<file path="src/rtl/multi_cycle_control.sv">
// Multicycle control unit: steps each instruction through IF/ID/EXE/MEM/WB.
// It issues a single PC write pulse in the last state of the instruction.
// The state register is the only storage. Every other output is decoded
// combinationally from the state, the opcode and the zero flag.
module multi_cycle_control (
  input  logic       clk,
  input  logic       Reset,
  input  logic [5:0] opcode,
  input  logic       zero,
  output logic       PCWre,
  output logic [1:0] PCSrc,
  output logic       IRWre,
  output logic       RegWre,
  output logic       RegDst,
  output logic       ALUSrcA,
  output logic       ALUSrcB,
  output logic       ExtSel,
  output logic [2:0] ALUOp,
  output logic       mRD,
  output logic       mWR,
  output logic       DBDataSrc,
  output logic [2:0] state
);

  typedef enum logic [2:0] {
    S_IF   = 3'b000,
    S_ID   = 3'b001,
    S_EXE  = 3'b010,
    S_MEM  = 3'b011,
    S_WB   = 3'b100,
    S_HALT = 3'b111
  } state_t;

  localparam logic [5:0] OP_ADD  = 6'b000000;
  localparam logic [5:0] OP_SUB  = 6'b000001;
  localparam logic [5:0] OP_ADDI = 6'b000010;
  localparam logic [5:0] OP_OR   = 6'b010000;
  localparam logic [5:0] OP_AND  = 6'b010001;
  localparam logic [5:0] OP_ORI  = 6'b010010;
  localparam logic [5:0] OP_SLL  = 6'b011000;
  localparam logic [5:0] OP_SLT  = 6'b100110;
  localparam logic [5:0] OP_SW   = 6'b110000;
  localparam logic [5:0] OP_LW   = 6'b110001;
  localparam logic [5:0] OP_BEQ  = 6'b110100;
  localparam logic [5:0] OP_BNE  = 6'b110101;
  localparam logic [5:0] OP_J    = 6'b111000;
  localparam logic [5:0] OP_HALT = 6'b111111;

  state_t     state_reg, state_next;
  logic       pc_wre_raw, ir_wre_raw, reg_wre_raw, mrd_raw, mwr_raw;
  logic [1:0] pc_src_raw;
  logic       is_rtype, is_alu, is_defined;

  // Group opcodes into the instruction classes the sequencer needs.
  always_comb begin
    is_rtype = (opcode == OP_ADD) || (opcode == OP_SUB) || (opcode == OP_OR) ||
               (opcode == OP_AND) || (opcode == OP_SLL) || (opcode == OP_SLT);
    is_alu   = is_rtype || (opcode == OP_ADDI) || (opcode == OP_ORI);
    is_defined = is_alu || (opcode == OP_SW) || (opcode == OP_LW) ||
                 (opcode == OP_BEQ) || (opcode == OP_BNE) ||
                 (opcode == OP_J) || (opcode == OP_HALT);
  end

  // Datapath select decode; it depends only on the opcode and so stays stable from ID on.
  always_comb begin
    RegDst    = is_rtype;
    ALUSrcA   = (opcode == OP_SLL);
    ALUSrcB   = (opcode == OP_ADDI) || (opcode == OP_ORI) ||
                (opcode == OP_LW)   || (opcode == OP_SW);
    ExtSel    = (opcode != OP_ORI);
    DBDataSrc = (opcode == OP_LW);
    case (opcode)
      OP_SUB, OP_BEQ, OP_BNE: ALUOp = 3'b001;
      OP_SLL:                 ALUOp = 3'b010;
      OP_OR, OP_ORI:          ALUOp = 3'b011;
      OP_AND:                 ALUOp = 3'b100;
      OP_SLT:                 ALUOp = 3'b101;
      default:                ALUOp = 3'b000;
    endcase
  end

  // State register; reset drops straight back to IF.
  always_ff @(posedge clk or negedge Reset) begin
    if (!Reset) state_reg <= S_IF;
    else        state_reg <= state_next;
  end

  // Next state and raw enables for each step of the instruction.
  always_comb begin
    state_next  = state_reg;
    pc_wre_raw  = 1'b0;
    pc_src_raw  = 2'b00;
    ir_wre_raw  = 1'b0;
    reg_wre_raw = 1'b0;
    mrd_raw     = 1'b0;
    mwr_raw     = 1'b0;
    case (state_reg)
      S_IF: begin
        ir_wre_raw = 1'b1;
        state_next = S_ID;
      end
      S_ID: begin
        if (opcode == OP_J) begin
          pc_wre_raw = 1'b1;
          pc_src_raw = 2'b10;
          state_next = S_IF;
        end else if (opcode == OP_HALT) begin
          state_next = S_HALT;
        end else if (!is_defined) begin
          pc_wre_raw = 1'b1;       // unknown opcode behaves as a nop
          state_next = S_IF;
        end else begin
          state_next = S_EXE;
        end
      end
      S_EXE: begin
        if (opcode == OP_BEQ) begin
          pc_wre_raw = 1'b1;
          pc_src_raw = zero ? 2'b01 : 2'b00;
          state_next = S_IF;
        end else if (opcode == OP_BNE) begin
          pc_wre_raw = 1'b1;
          pc_src_raw = zero ? 2'b00 : 2'b01;
          state_next = S_IF;
        end else if ((opcode == OP_LW) || (opcode == OP_SW)) begin
          state_next = S_MEM;
        end else if (is_alu) begin
          state_next = S_WB;
        end else begin
          state_next = S_IF;
        end
      end
      S_MEM: begin
        if (opcode == OP_SW) begin
          mwr_raw    = 1'b1;
          pc_wre_raw = 1'b1;
          state_next = S_IF;
        end else if (opcode == OP_LW) begin
          mrd_raw    = 1'b1;
          state_next = S_WB;
        end else begin
          state_next = S_IF;
        end
      end
      S_WB: begin
        reg_wre_raw = 1'b1;
        pc_wre_raw  = 1'b1;
        state_next  = S_IF;
      end
      S_HALT: state_next = S_HALT;
      default: state_next = S_IF;
    endcase
  end

  // Enables are held low for as long as reset is asserted. PCSrc reads 00 whenever no PC write occurs.
  always_comb begin
    PCWre  = pc_wre_raw  & Reset;
    IRWre  = ir_wre_raw  & Reset;
    RegWre = reg_wre_raw & Reset;
    mRD    = mrd_raw     & Reset;
    mWR    = mwr_raw     & Reset;
    PCSrc  = PCWre ? pc_src_raw : 2'b00;
    state  = state_reg;
  end

endmodule
</file>
<file path="config.mk">
export PLATFORM = sky130hd
export DESIGN_NAME = multi_cycle_control
export DESIGN_NICKNAME = d
export VERILOG_FILES = /design/src/rtl/multi_cycle_control.sv
export SDC_FILE = /design/constraint.sdc
export NUM_CORES = 1
export LEC_CHECK = 0
export ABC_AREA = 1
export CAP_MARGIN = 20
export CELL_PAD_IN_SITES_DETAIL_PLACEMENT = 1
export CELL_PAD_IN_SITES_GLOBAL_PLACEMENT = 1
export CORE_MARGIN = 2
export CORE_UTILIZATION = 20
export CTS_CLUSTER_DIAMETER = 120
export CTS_CLUSTER_SIZE = 24
export DETAILED_ROUTE_END_ITERATION = 16
export PLACE_DENSITY = 0.76
export SYNTH_ARGS = -nofsm -noshare
export SYNTH_HDL_FRONTEND = slang
export SYNTH_SLANG_ARGS = --single-unit
</file>
<file path="constraint.sdc">
create_clock -name clk -period 1.1 [get_ports clk]
set_input_delay 0.165 -clock clk [delete_from_list [all_inputs] [get_ports clk]]
set_output_delay 0.165 -clock clk [all_outputs]
set_load 0.1 [all_outputs]
</file>
==> results of run 1 <==
==> synth_stat cells (all sizes together) <==
cell type / instances
nand3: 10
inv: 17
nor4: 2
a21oi: 2
nor3: 2
nand4: 4
dfrtp: 3
nand2: 20
nor2: 24
o21ai: 2
xor2: 1
==> timing repair <==
item / CTS
pin swaps: 12
setup endpoints to repair: 21
setup buffers: 6
resized for setup: 82
==> through the flow <==
| stage | hold slack [ns] | utilization (%) | setup slack (ns) | instance area, µm² |
|---|---|---|---|---|
| floorplan | -0.1306 | - | -1.073 | 636.9 |
| global placement | 0.4671 | 63.79 | -0.8906 | 1398 |
| detailed placement | 0.4773 | 63.79 | -1.018 | 1398 |
| CTS | 0.2218 | 73.33 | -0.6905 | 1607 |
==> kinds of logic after synthesis <==
family | share of synthesized area, %
and+or+nand+nor | 63.58
xor gates and xnor gates | 1.903
AOI/OAI and AO/OA | 4.348
DFF | 16.30
buffers and inverters | 13.86
==> impl_metrics.csv, run 1 <==
group,metric,value,unit
clock_network,cts.htree.levels,1,
status,flow.first_error,"[ERROR DPL-0033] detailed placement checks failed during check placement.",
logic_synthesis,synth_seq_cells,3,
placement,placement.io_buffers,26,
floorplanning,fp-row-count,17,
logic_synthesis,synthesis.area,460.4,µm²
clock_network,cts-root-buf,"sky130_fd_sc_hd__clkbuf_4",
logic_synthesis,total_number_of_yosys_warnings,0,
global_routing,grt_max_degree,7,
status,outcome,"did not finish",
logic_synthesis,synth-seq-area-share,16.30,%
placement,hpwlAfterDp,2232,µm
floorplanning,start_util,21.02,%
logic_synthesis,postSynthNetCount,96,
clock_network,postCtsHoldBufs,0,
clock_network,cts_made_buffers,3,
status,outcome.stop_stage,"global routing (5_1_grt)",
timing,postGrtWorstEndpoint,"PCSrc[1]",
timing,endpoint_type,"output port",
placement,post-place-cells,179,
floorplanning,io_pins,27,
global_routing,antenna_violations_before_repair,0,
clock_network,cts.sinks,3,
floorplanning,x_dimension_of_the_die,51.98,µm
logic_synthesis,netlist.area_leader.share,16.30,%
clock_network,cts-root-to-sink-buffers,2,
logic_synthesis,syn_area_per_cell,5.292,µm²
logic_synthesis,ys_types,15,
floorplanning,dieHeight,51.98,µm
logic_synthesis,synth_largest_area_cell,"sky130_fd_sc_hd__dfrtp_1",
placement,routabilityCongestion,0.8217,
logic_synthesis,cell_count_after_synthesis,87,
logic_synthesis,synth.top_cells.by_area,"sky130_fd_sc_hd__dfrtp_1 16%, sky130_fd_sc_hd__nor2_1 16%, sky130_fd_sc_hd__nand2_1 15%, sky130_fd_sc_hd__inv_1 12%, sky130_fd_sc_hd__nand3_1 7.6%",
==> run 2: changes to the inputs <==
==> config.mk (replaced) <==
export PLATFORM = sky130hd
export DESIGN_NAME = multi_cycle_control
export DESIGN_NICKNAME = d
export VERILOG_FILES = /design/src/rtl/multi_cycle_control.sv
export SDC_FILE = /design/constraint.sdc
export NUM_CORES = 1
export LEC_CHECK = 0
export ABC_AREA = 1
export CAP_MARGIN = 20
export CORE_AREA = 2 2 63 65
export DETAILED_ROUTE_END_ITERATION = 16
export DIE_AREA = 0 0 65 67
export PLACE_DENSITY_LB_ADDON = 0.15
export SYNTH_ARGS = -nofsm -noshare
export SYNTH_HDL_FRONTEND = slang
export SYNTH_SLANG_ARGS = --single-unit
==> constraint.sdc (replaced) <==
create_clock -name clk -period 1.4 [get_ports clk]
set_input_delay 0.21 -clock clk [delete_from_list [all_inputs] [get_ports clk]]
set_output_delay 0.21 -clock clk [all_outputs]
set_load 0.1 [all_outputs]
==> run 2 against run 1 <==
Effect of this change: the flow now finishes, with violations (setup timing); area after synthesis unchanged; synthesized cell count unchanged.
==> impl_metrics.csv, run 2 <==
group,metric,value,unit
timing,max_freq,0.5650,GHz
floorplanning,fp.dieArea,4355,µm²
pwr,fin_total_pwr,578.4,µW
route,drc_errors,0,
route,routed_wire_length_per_instance,10.24,µm
worst_setup_path,setup.reg_to_reg.worst_slack,0.13,ns
clock_network,clk_transition_reported_paths,0.03,ns
logic_synthesis,synthMostInstantiatedCell,"sky130_fd_sc_hd__nor2_1",
status,outcome,"finished with violations",
clock_network,clk-insertion-delay-late,0.22,ns
logic_synthesis,synthXorXnorAreaFrac,1.902,%
logic_synthesis,complex_gate_fraction_of_the_synthesized_area,4.348,%
route,drtAntennaViolNets,0,
timing,clock_skew,0.002157,ns
final_layout,antenna_diodes,0,
run,cap_viol_max_count,0,
timing,final.period_utilization,126.4,%
clock_network,cts-root-buf,"sky130_fd_sc_hd__clkbuf_8",
global_routing,antenna_violations_before_repair,0,
placement,post-place-cells,197,
logic_synthesis,total_number_of_yosys_warnings,0,
timing,finalMaxSlewViolations,0,
floorplanning,fp-row-count,22,
worst_setup_path,path_delay_family,"simple AND/OR/NAND/NOR gates",
final_layout,finalNonFillerCells,207,
logic_synthesis,synth.top_cells.by_area,"sky130_fd_sc_hd__dfrtp_1 16%, sky130_fd_sc_hd__nor2_1 16%, sky130_fd_sc_hd__nand2_1 15%, sky130_fd_sc_hd__inv_1 12%, sky130_fd_sc_hd__nand3_1 7.6%",
logic_synthesis,synthMuxAreaShare,0,%
floorplanning,start_util,12.77,%
placement,post_place_cell_area,1356,µm²
floorplanning,x_dimension_of_the_die,65,µm
logic_synthesis,asyncSetResetFlopFracSynth,100.0,%
worst_setup_path,setup.worst_path.class,"register to output pin",
final_layout,layout.nets,169,
logic_synthesis,yosys_most_used_dff,"sky130_fd_sc_hd__dfrtp_1",
floorplanning,dieHeight,67,µm
logic_synthesis,synth_seq_cells,3,
route,initialDrtViolationCount,6,
logic_synthesis,synth-adder-area-share,0,%
timing,setup_viol,8,
final_layout,fillerInstances,366,
worst_setup_path,series_of_cell_instances_along_the_critical_path,"inv_1 > nand3_1 > nor2_2 > nor2_1 > nand2_2 > nand2_4 > nor2_4 > buf_12",
timing,timing.final.hold_violations,0,
logic_synthesis,postSynthNetCount,96,
placement,routabilityCongestion,0.7839,
floorplanning,io_pins,27,
final_layout,largest_register_ffs,3,
worst_setup_path,critical-path-slowest-cell,"sky130_fd_sc_hd__dfrtp_4",
final_layout,most_common_library_cell_in_the_layout_ignoring_fill_and_taps,"sky130_fd_sc_hd__buf_4",
worst_setup_path,critical_path.max_fanout,4,
route,drtPass1Iterations,5,
logic_synthesis,synth-edff-count,0,
placement,hpwlAfterDp,1658,µm
global_routing,via_count_of_the_first_global_routing_pass,869,
worst_setup_path,arrival_time_worst_endpoint,1.56,ns
status,failed_checks,"setup timing",
global_routing,grt_first_pass_wirelength,3712,µm
global_routing,track_usage,11.04,%
route,routed_via_density,3.889,
timing,post-route-worst-setup-slack,-0.3700,ns
timing,slew_headroom,81.92,%
final_layout,layout.core_utilization,43.20,%
clock_network,cts_made_buffers,3,
timing,worstMarginPinSlew,0.2692,ns
final_layout,drive_gt1_share,71.70,%
logic_synthesis,ys_types,15,
timing,grt_setup_unrepaired,"true",
clock_network,cts-root-to-sink-buffers,2,
timing,timing.final.crit_period,1.770,ns
logic_synthesis,synth_top_family_by_area,"simple AND/OR/NAND/NOR gates",
logic_synthesis,syn_area_per_cell,5.292,µm²
logic_synthesis,synth_top_cells_by_count,"20 x sky130_fd_sc_hd__nor2_1, 18 x sky130_fd_sc_hd__nand2_1, 15 x sky130_fd_sc_hd__inv_1",
route,wl,2120,µm
global_routing,grt_max_degree,7,
min_path,timing.hold.worst.class,"input pin to async pin",
route,via_count,805,
floorplanning,core-area,3606,µm²
pwr,power_density,371.3,nW/µm²
logic_synthesis,synth-simple-area-share,63.59,%
logic_synthesis,synth-seq-area-share,16.30,%
worst_setup_path,cp-start-kind,"register",
clock_network,cts.sinks,3,
logic_synthesis,cell_count_after_synthesis,87,
worst_setup_path,bufs_and_invs_on_worst_path,2,
worst_setup_path,critical_path_required,1.19,ns
final_layout,final_area,1558,µm²
worst_setup_path,crit_path_max_incr_delay,0.49,ns
worst_setup_path,end_kind,"output pin",
placement,placement.io_buffers,26,
logic_synthesis,netlist.area_leader.share,16.30,%
final_layout,area_delta_synth_final,238.3,%
logic_synthesis,synthesis.area,460.4,µm²
pwr,p_leak,0.6971,nW
clock_network,cts.htree.levels,1,
placement,pre_cts_ws,-0.6971,ns
final_layout,layout.cells.most_common_list,"40 x sky130_fd_sc_hd__buf_4, 18 x sky130_fd_sc_hd__buf_12, 13 x sky130_fd_sc_hd__nand2_1",
global_routing,grt_overflow_total,0,
clock_network,cts_tree,"yes",
pwr,vdd_drop_max,170.8,µV
logic_synthesis,synth_largest_area_cell,"sky130_fd_sc_hd__dfrtp_1",
-- run 2: kinds of logic after synthesis --
group | count (synthesis)
AOI/OAI and AO/OA | 4
xor gates and xnor gates | 1
buffers and inverters | 17
DFF | 3
and+or+nand+nor | 62
-- run 2: worst paths after layout --
kind	start	endpoint	cells after the start
setup / recovery	state[0]$_DFF_PN0_	PCSrc[1]	8
hold / removal	Reset	state[0]$_DFF_PN0_	2
setup reg to reg	state[2]$_DFF_PN0_	state[2]$_DFF_PN0_	8
hold reg to reg	state[0]$_DFF_PN0_	state[0]$_DFF_PN0_	3
max in group asynchronous	Reset	state[1]$_DFF_PN0_	2
min in group clk	opcode[5]	state[2]$_DFF_PN0_	4
-- run 2: layer usage --
layer,vias up,share of wire [%],GRT usage [%]
li1,423,-,-
met1,360,39,11.71
met2,22,56,21.39
met4,0,0,3.989
met5,-,0,0
met3,0,4.6,2.196
-- run 2: through the flow --
stage	TNS, ns	hold WS (ns)
final	-2.134	0.3359
after global routing	-2.751	0.3607
after CTS	-2.241	0.3456
after detailed placement	-7.231	0.5635
after global placement	-7.505	0.5574
after floorplan	-3.889	-0.08557
-- run 2: worst register-to-register path, stage by stage, from the launching register on --
cell	delay [ns]
sky130_fd_sc_hd__dfrtp_4	0.49
sky130_fd_sc_hd__inv_2	0.07
sky130_fd_sc_hd__buf_4	0.10
sky130_fd_sc_hd__buf_4	0.09
sky130_fd_sc_hd__nor2_1	0.04
sky130_fd_sc_hd__inv_1	0.06
sky130_fd_sc_hd__nand2_1	0.07
sky130_fd_sc_hd__a21oi_1	0.12
sky130_fd_sc_hd__o21ai_0	0.10
-- run 2: area by class of cell --
type                    instances  area [µm²]  area share [%]
clock buffers                   4       45.04           2.892
inverters                      17       71.32           4.578
multi-input cells              67       526.8           33.82
flip-flops and latches          3       86.33           5.542
well taps                      48       60.06           3.855
repair buffers                 68       768.2           49.32
-- run 2: repair_timing --
action,in CTS,in global routing
pin swaps,15,1
hold buffers,0,0
endpoints found under the setup margin,16,9
gates resized for setup,59,3
buffers inserted,6,0
-- run 2: where the power goes --
part / internal [mW] / leakage [nW] / switching (mW)
clock network: 0.194 / 0.0228 / 0.0587
logic: 0.104 / 0.648 / 0.134
registers: 0.0874 / 0.0269 / 0
Power figures use the tool's default switching activity.
==> run 3: changes to the inputs <==
--- a/config.mk
+++ b/config.mk
@@ -10,7 +10,9 @@
 export CORE_AREA = 2 2 63 65
 export DETAILED_ROUTE_END_ITERATION = 16
 export DIE_AREA = 0 0 65 67
+export GPL_ROUTABILITY_DRIVEN = 1
 export PLACE_DENSITY_LB_ADDON = 0.15
+export SKIP_LAST_GASP = 1
 export SYNTH_ARGS = -nofsm -noshare
 export SYNTH_HDL_FRONTEND = slang
 export SYNTH_SLANG_ARGS = --single-unit
==> run 3 against run 2 <==
Effect of this change: the run still ends with setup timing left; via count stayed put; worst hold slack stayed put; combinational power hardly changed; non-clock buffer count stayed put; fmax hardly changed; count of clock-buffer cells in the layout stayed put; total power is 0.52% lower; cell count stayed put; critical path depth stayed put; clock skew stayed put; routed wire length is 3.1% lower; critical path type unchanged; largest cell class unchanged.
==> impl_metrics.csv, run 3 (synthesized netlist as in run 2, its figures left out) <==
group,metric,value,unit
route,wl,2055,µm
placement,hpwlAfterDp,1658,µm
worst_setup_path,setup.worst_path.end,"PCSrc[1]",
floorplanning,core-area,3606,µm²
worst_setup_path,setup.reg_to_reg.worst_slack,0.13,ns
global_routing,grt_overflow_total,0,
route,routed_via_density,3.889,
floorplanning,dieHeight,67,µm
global_routing,antenna_violations_before_repair,0,
clock_network,cts.htree.levels,1,
final_layout,layout.cells.most_common_list,"41 x sky130_fd_sc_hd__buf_4, 18 x sky130_fd_sc_hd__buf_12, 13 x sky130_fd_sc_hd__nand2_1",
clock_network,cts.sinks,3,
timing,max_freq,0.5648,GHz
clock_network,cts-root-to-sink-buffers,2,
clock_network,cts-root-buf,"sky130_fd_sc_hd__clkbuf_8",
clock_network,cts_made_buffers,3,
timing,finalMaxSlewViolations,0,
worst_setup_path,regToRegStartpoint,"state[2]$_DFF_PN0_",
final_layout,drive_gt1_share,71.70,%
global_routing,track_usage,11.04,%
final_layout,largest_register_ffs,3,
run,cap_viol_max_count,0,
route,initialDrtViolationCount,5,
status,outcome,"finished with violations",
worst_setup_path,series_of_cell_instances_along_the_critical_path,"inv_1 > nand3_1 > nor2_2 > nor2_1 > nand2_2 > nand2_4 > nor2_4 > buf_12",
final_layout,most_common_library_cell_in_the_layout_ignoring_fill_and_taps,"sky130_fd_sc_hd__buf_4",
final_layout,layout.nets,169,
pwr,vdd_drop_max,170.5,µV
worst_setup_path,timing.critical_path.from,"state[0]$_DFF_PN0_",
worst_setup_path,cp-start-kind,"register",
timing,timing.final.crit_period,1.770,ns
floorplanning,x_dimension_of_the_die,65,µm
pwr,p_leak,0.6962,nW
worst_setup_path,arrival_time_worst_endpoint,1.56,ns
clock_network,cts_tree,"yes",
timing,timing.final.hold_violations,0,
final_layout,antenna_diodes,0,
placement,routabilityCongestion,0.7839,
pwr,fin_total_pwr,575.4,µW
floorplanning,io_pins,27,
worst_setup_path,critical_path_required,1.19,ns
route,routed_wire_length_per_instance,9.928,µm
worst_setup_path,crit-reg2reg-capture,"state[2]$_DFF_PN0_",
global_routing,grt_max_degree,7,
placement,placement.io_buffers,26,
worst_setup_path,critical-path-slowest-cell,"sky130_fd_sc_hd__dfrtp_4",
worst_setup_path,critical_path.max_fanout,4,
min_path,timing.hold.worst.class,"input pin to async pin",
final_layout,layout.area.seq,86.33,µm²
final_layout,area_delta_synth_final,235.9,%
clock_network,clk_transition_reported_paths,0.03,ns
floorplanning,fp.dieArea,4355,µm²
timing,slew_headroom,82.12,%
timing,grt_setup_unrepaired,"true",
global_routing,via_count_of_the_first_global_routing_pass,869,
final_layout,fillerInstances,367,
worst_setup_path,crit_path_max_incr_delay,0.49,ns
floorplanning,start_util,12.77,%
global_routing,grt_first_pass_wirelength,3712,µm
route,drtAntennaViolNets,0,
worst_setup_path,worst_r2r_path_depth,8,
timing,setup_viol,8,
timing,clock_skew,0.002157,ns
route,drc_errors,0,
timing,final.period_utilization,126.5,%
timing,post-route-worst-setup-slack,-0.3705,ns
pwr,power_density,372.1,nW/µm²
timing,whs,0.3359,ns
floorplanning,fp-row-count,22,
final_layout,multi_input_comb_area,519.2,µm²
clock_network,clk-insertion-delay-late,0.22,ns
route,via_count,805,
worst_setup_path,end_kind,"output pin",
worst_setup_path,setup.worst_path.class,"register to output pin",
route,drtPass1Iterations,5,
status,failed_checks,"setup timing",
timing,worstMarginPinSlew,0.2661,ns
[run 3: worst max-delay path: cells and delay by family (launching register included)]
family,cells,cell delay [ns]
buffers and inverters,2,0.28
AND/OR/NAND/NOR,6,0.56
flip-flops,1,0.49
[run 3: metal layers]
metal / global-route usage, % / share of wire (%) / vias to the layer above / routed length [µm]
li1: - / - / 424 / -
met1: 11.71 / 40 / 359 / 827
met2: 21.39 / 55 / 22 / 1132
met3: 2.196 / 4.7 / 0 / 96
met4: 3.989 / 0 / 0 / 0
met5: 0 / 0 / - / 0
[run 3: through the flow]
step	cell area (µm²)	setup TNS [ns]	setup WS [ns]	cells	utilization [%]
6_report	1546	-2.164	-0.3705	207	42.89
5_1_grt	1546	-2.801	-0.4614	207	42.89
4_1_cts	1544	-2.241	-0.3819	207	42.82
3_5_place_dp	1356	-7.231	-0.6971	197	37.61
3_3_place_gp	1356	-7.505	-0.7301	197	37.61
2_1_floorplan	585.6	-3.889	-0.8180	87	-
[run 3: final cells by class]
type                       count  share of cell area, %
clock buffer                   4                  2.913
inverter                      17                  4.612
timing repair buffer          68                  49.43
multi-input combinational     67                  33.58
sequential                     3                  5.583
tap                           48                  3.884
[run 3: power by group]
part | total (mW) | switching (mW) | leakage [nW] | internal, mW
Sequential | 0.0874 | 0 | 0.0269 | 0.0874
Clock | 0.253 | 0.0587 | 0.0228 | 0.194
Combinational | 0.235 | 0.131 | 0.647 | 0.104
Total | 0.575 | 0.190 | 0.696 | 0.385
[run 3: worst min path at each step]
stage,start,end,slack [ns],depth (start not counted)
2_1_floorplan,Reset,state[0]$_DFF_PN0_,-0.09,0
4_1_cts,Reset,state[0]$_DFF_PN0_,0.35,2
3_5_place_dp,Reset,state[2]$_DFF_PN0_,0.56,2
5_1_grt,Reset,state[0]$_DFF_PN0_,0.36,2
6_report,Reset,state[0]$_DFF_PN0_,0.34,2
3_3_place_gp,Reset,state[2]$_DFF_PN0_,0.56,2
[run 3: repair_timing]
item                       4_1_cts  5_1_grt
setup endpoints to repair       16        9
hold buffers                     0        0
pin swaps                       15        1
resized for setup               59        1
setup buffers                    6        0
